File: config.mk
export PLATFORM = sky130hd
export DESIGN_NAME = bus_region_ctrl
export DESIGN_NICKNAME = d
export VERILOG_FILES = /design/src/rtl/bus_region_pkg.sv /design/src/rtl/region_match.sv /design/src/rtl/bus_region_ctrl.sv
export SDC_FILE = /design/constraint.sdc
export NUM_CORES = 1
export LEC_CHECK = 0
export CORE_MARGIN = 5
export CORE_UTILIZATION = 36
export CTS_BUF_LIST = sky130_fd_sc_hd__clkbuf_2 sky130_fd_sc_hd__clkbuf_4 sky130_fd_sc_hd__clkbuf_8
export CTS_CLUSTER_DIAMETER = 200
export DETAILED_ROUTE_END_ITERATION = 8
export PLACE_DENSITY = 0.84
export SLEW_MARGIN = 20
export SYNTH_ARGS = -nofsm -noshare
export SYNTH_HDL_FRONTEND = slang
export SYNTH_SLANG_ARGS = --single-unit
File: constraint.sdc
create_clock -name clk -period 2.1 [get_ports clk]
set_clock_uncertainty 0.15 [all_clocks]
set_input_delay 0.315 -clock clk [delete_from_list [all_inputs] [get_ports clk]]
set_output_delay 0.315 -clock clk [all_outputs]
set_load 0.01 [all_outputs]
File: src/rtl/bus_region_pkg.sv
// Shared types and helpers for the external-bus region controller.
package bus_region_pkg;

  // Width of the per-region wait-state count.
  localparam int unsigned WaitW = 4;

  // Largest supported region count.
  localparam int unsigned MaxReg = 16;

  typedef enum logic [2:0] {
    StIdle,
    StSetup,
    StAccess,
    StHold,
    StErr
  } state_e;

  // Wait-count vectors are widened to the maximum region count before field extraction.
  typedef logic [MaxReg*WaitW-1:0] wait_vec_t;

  // Return wait-state field i of a packed wait vector.
  function automatic logic [WaitW-1:0] wait_field(input wait_vec_t vec, input int unsigned i);
    return vec[i*WaitW +: WaitW];
  endfunction

endpackage

File: src/rtl/region_match.sv
// Combinational base/mask region decoder; the lowest matching index wins.
module region_match #(
  parameter int ADDR_W = 32,
  parameter int NREG = 4,
  parameter int IDX_W = 2,
  parameter logic [NREG*ADDR_W-1:0] REG_BASE = '0,
  parameter logic [NREG*ADDR_W-1:0] REG_MASK = '0
) (
  input  logic [ADDR_W-1:0] addr,
  output logic              hit,
  output logic [IDX_W-1:0]  hit_idx
);

  // Scan upward and keep only the first match so overlapping regions resolve to the lowest index.
  always_comb begin
    hit     = 1'b0;
    hit_idx = '0;
    for (int i = 0; i < NREG; i++) begin
      if (!hit && ((addr & REG_MASK[i*ADDR_W +: ADDR_W]) == REG_BASE[i*ADDR_W +: ADDR_W])) begin
        hit     = 1'b1;
        hit_idx = IDX_W'(i);
      end
    end
  end

endmodule

File: src/rtl/bus_region_ctrl.sv
// External-bus chip-select controller: decodes a request against NREG regions and sequences
// registered active-low CS/OE/WE strobes, ending each request with a one-cycle ack or err.
module bus_region_ctrl
  import bus_region_pkg::*;
#(
  parameter int ADDR_W = 32,
  parameter int NREG = 4,
  parameter logic [NREG*ADDR_W-1:0] REG_BASE = '0,
  parameter logic [NREG*ADDR_W-1:0] REG_MASK = '0,
  parameter logic [NREG*4-1:0]      REG_WAIT = '0,
  parameter logic [NREG-1:0]        REG_RO   = '0,
  localparam int IDX_W = (NREG > 1) ? $clog2(NREG) : 1
) (
  input  logic              clk,
  input  logic              reset,
  input  logic              req,
  input  logic [ADDR_W-1:0] addr,
  input  logic              we,
  output logic              busy,
  output logic              ack,
  output logic              err,
  output logic [NREG-1:0]   cs_n,
  output logic              oe_n,
  output logic              we_n,
  output logic [IDX_W-1:0]  hit_idx
);

  localparam wait_vec_t WaitAll = wait_vec_t'(REG_WAIT);

  logic             m_hit;
  logic [IDX_W-1:0] m_idx;

  state_e           state;
  logic [WaitW-1:0] cnt;
  logic             wr;

  region_match #(
    .ADDR_W   (ADDR_W),
    .NREG     (NREG),
    .IDX_W    (IDX_W),
    .REG_BASE (REG_BASE),
    .REG_MASK (REG_MASK)
  ) u_match (
    .addr    (addr),
    .hit     (m_hit),
    .hit_idx (m_idx)
  );

  // Sequencing FSM; every output is a register updated alongside the state.
  always_ff @(posedge clk) begin
    if (reset) begin
      state   <= StIdle;
      cnt     <= '0;
      wr      <= 1'b0;
      busy    <= 1'b0;
      ack     <= 1'b0;
      err     <= 1'b0;
      cs_n    <= '1;
      oe_n    <= 1'b1;
      we_n    <= 1'b1;
      hit_idx <= '0;
    end else begin
      unique case (state)
        StIdle: begin
          ack <= 1'b0;
          err <= 1'b0;
          if (req) begin
            busy <= 1'b1;
            if (!m_hit || (REG_RO[m_idx] && we)) begin
              state <= StErr;
              err   <= 1'b1;
            end else begin
              state   <= StSetup;
              hit_idx <= m_idx;
              wr      <= we;
              cnt     <= wait_field(WaitAll, int'(m_idx));
              cs_n    <= ~(NREG'(1) << m_idx);
            end
          end
        end
        StSetup: begin
          state <= StAccess;
          oe_n  <= wr;
          we_n  <= ~wr;
        end
        StAccess: begin
          // Counter was loaded with W, so ACCESS spans W+1 cycles and never wraps.
          if (cnt == '0) begin
            state <= StHold;
            oe_n  <= 1'b1;
            we_n  <= 1'b1;
            ack   <= 1'b1;
          end else begin
            cnt <= cnt - 1'b1;
          end
        end
        StHold: begin
          state <= StIdle;
          ack   <= 1'b0;
          busy  <= 1'b0;
          cs_n  <= '1;
        end
        StErr: begin
          state <= StIdle;
          err   <= 1'b0;
          busy  <= 1'b0;
        end
        default: begin
          state <= StIdle;
        end
      endcase
    end
  end

endmodule

==> results.sh <==
export IMPL_utilization_pct=43.2
export IMPL_postCtsSetupBuffers=0
export IMPL_min_period_ns=1.67
export IMPL_path_clk_slew_ns=0.08
export IMPL_yosys_area_top_type_share_pct=34.2
export IMPL_internal_power_w=0.000477
export IMPL_startpoint_type="flip-flop"
export IMPL_crit_chain="inv_1 > ha_1 > or3b_1 > a21oi_1 > o21ai_1"
export IMPL_synth_area_top_cells="dfxtp_1 (34%), ha_1 (8.9%), buf_4 (6.4%)"
export IMPL_grt_antenna_before_repair=0
export IMPL_crit_required_ns=2.12
export IMPL_worstPathMaxFanout=5
export IMPL_yosysWarnings=0
export IMPL_dieArea_um2=2930
export IMPL_post_route_drc_count=0
export IMPL_p_clk_share_pct=26.8
export IMPL_final_layout_size_suffix_gt1_share_pct=12.4
export IMPL_clock_latency_ns=0.28
export IMPL_power_switching_w=0.000229
export IMPL_synthesis_area_um2=702
export IMPL_status="finished, final reports clean"
export IMPL_drtPass1Iterations=4
export IMPL_postCtsHoldBufs=0
export IMPL_drv_cap=0
export IMPL_htree_num_levels=1
export IMPL_grt_overflow=0
export IMPL_path_class="reg2reg"
export IMPL_totalWireLength_um=1270
export IMPL_critPathMaxStageDelay_ns=0.41
export IMPL_synth_seq_cells=12
export IMPL_irDropWorstVdd_v=0.000417
export IMPL_start_util_pct=36.9
export IMPL_fmax_mhz=601
export IMPL_ant_nets=0
export IMPL_clockBufferDepth=2
export IMPL_via_count=561
export IMPL_synthDistinctLibCells=34
export IMPL_seq_area_frac_synth_pct=34.2
export IMPL_drtIter0Drc=5
export IMPL_dpl_hpwl_um=985
export IMPL_dieHeight_um=54.2
export IMPL_grt_total_usage_pct=10.4
export IMPL_die_width_um=54.2
export IMPL_p_per_area_nw_per_um2=860
export IMPL_setup_viol=0
export IMPL_whs_ns=0.339
export IMPL_gp_congestion=0.792
export IMPL_finalHoldViolations=0
export IMPL_cts_tree="built"
export IMPL_hold_path_class="reg2reg"
export IMPL_portBuffers=8
export IMPL_power_frac_comb_pct=33.9
export IMPL_final_cells=116
export IMPL_cpMaxStageDelayCell="dfxtp_1"
export IMPL_arrival_ns=1.68
export IMPL_io_pins=47
export IMPL_area_delta_synth_final_pct=16.9
export IMPL_root_buffer="clkbuf_4"
export IMPL_core_area_um2=1900
export IMPL_nets=131
export IMPL_clkSinkCount=12
export IMPL_postSynthCellCount=80
export IMPL_crit_path_end_kind="flip-flop"
export IMPL_pwr_share_seq_pct=39.3
export IMPL_slew_viol_final=0
export IMPL_synth_top_area_cell="dfxtp_1"
export IMPL_fin_setup_tns_ns=0
export IMPL_grt_pass1_vias=539
export IMPL_dp_cells=112
export IMPL_antennaDiodeCount=0
export IMPL_rsz0062_at_grt="false"
export IMPL_cts_buffers=3
export IMPL_grt_first_pass_wirelength_um=2150
export IMPL_syn_avg_cell_area_um2=8.77
export IMPL_regToRegSetupSlack_ns=0.43
export IMPL_vias_per_cell=4.84
export IMPL_cts_resized=0
export IMPL_grt_max_degree=11
export IMPL_swShare_pct=32.5
export IMPL_leakage_nw=0.320
export IMPL_fin_crit_sh_pct=79.3
export IMPL_rows=16
export IMPL_routedWlPerCell_um=10.9
## placed cells by master (no fill, tap or decap), drive strengths merged, types with 2 or more instances in the layout
cell           instances
dfxtp                 12
clkdlybuf4s50          8
o21ai                  2
nand2b                 4
or3                    2
or3b                   2
nor3                   3
mux2i                  2
o22ai                  2
clkbuf                 4
a21oi                  7
conb                   6
a22o                   2
o32ai                  3
inv                    5
ha                     5
nand2                  6
## state kept, by name, indices dropped and copies added, names as in the netlist
| name | flops |
|---|---|
| cnt | 4 |
| state | 2 |
| ack | 1 |
| busy | 1 |
| cs_n | 1 |
| oe_n | 1 |
| we_n | 1 |
| wr | 1 |
## area by class of cell
cell class              instances  area [µm²]
clock buffers                   4        36.3
flip-flops and latches         12         240
well taps                      27        33.8
multi-input cells              59         404
inverters                       5        18.8
repair buffers                  9        87.6
fillers                       193        1080
## power groups by stage
stage,Sequential (W),Clock [W],Combinational [W]
3_3_place_gp,0.000282,0,0.000232
2_1_floorplan,0.000288,0,0.000171
3_5_place_dp,0.000283,0,0.000241
6_report,0.000277,0.000189,0.000239
4_1_cts,0.000278,0.000193,0.000242
5_1_grt,0.000283,0.000200,0.000267
## per-layer routing
layer,part of all wire [%],GRT usage (%),wire (µm)
met1,43,10.5,548
met2,47,17.3,592
met3,6.2,1.39,79
met4,3.8,11.2,48
met5,0,0,0
## final timing paths
| check | startpoint | to | depth (start not counted) |
|---|---|---|---|
| worst max-delay path | state[1]$_SDFFE_PP0P_ | oe_n$_SDFFE_PP1P_ | 5 |
| worst max register to register | state[1]$_SDFFE_PP0P_ | oe_n$_SDFFE_PP1P_ | 5 |
| worst min register to register | ack$_SDFFE_PP0P_ | ack$_SDFFE_PP0P_ | 2 |
| worst min-delay path | ack$_SDFFE_PP0P_ | ack$_SDFFE_PP0P_ | 2 |
## synthesized netlist by cell type
master,number
buf_4,6
nor3_1,3
o21a_1,1
nand2b_1,4
ha_1,5
clkbuf_1,1
a22o_2,1
mux2i_1,2
o221ai_1,1
o32ai_1,3
nor2b_1,1
or3b_4,1
mux2_2,1
buf_2,1
or3_1,2
or3b_1,1
nor4_1,1
dfxtp_1,12
o22ai_1,2
o21ai_1,2
nor2_1,1
o21ba_2,1
nand3b_1,1
o21bai_1,1
nand2_1,6
and2_4,1
nor3b_1,1
nand3_1,1
a21oi_1,6
a21boi_0,1
a21oi_2,1
conb_1,2
a22o_1,1
inv_1,5
## logic make-up (layout without fill, tap and decap cells)
family                   Yosys count  in the layout  synth area share [%]
adder cells (fa/ha/maj)            5              5                  8.91
multiplexers                       3              3                  4.46
other                              2              6                  1.07
buffers and inverters             13             18                  10.3
AO/OA/AOI/OAI                     21             21                  21.0
AND/OR/NAND/NOR                   24             24                  20.0
flip-flops                        12             12                  34.2
## worst max-delay path: cells and delay by family (launching register included)
kind | cells | cell delay, ns
DFF | 1 | 0.41
and+or+nand+nor | 1 | 0.38
adders and majority gates | 1 | 0.34
AOI/OAI and AO/OA | 2 | 0.21
buffers and inverters | 1 | 0.06
## through the flow
step	instance area [µm²]	power [W]	setup slack [ns]
2_1_floorplan	717	0.000458	0.539
3_3_place_gp	785	0.000514	0.347
3_5_place_dp	785	0.000524	0.302
4_1_cts	821	0.000712	0.435
5_1_grt	821	0.000751	0.275
6_report	821	0.000706	0.435
Note: power is estimated with default switching activity, not from simulation.
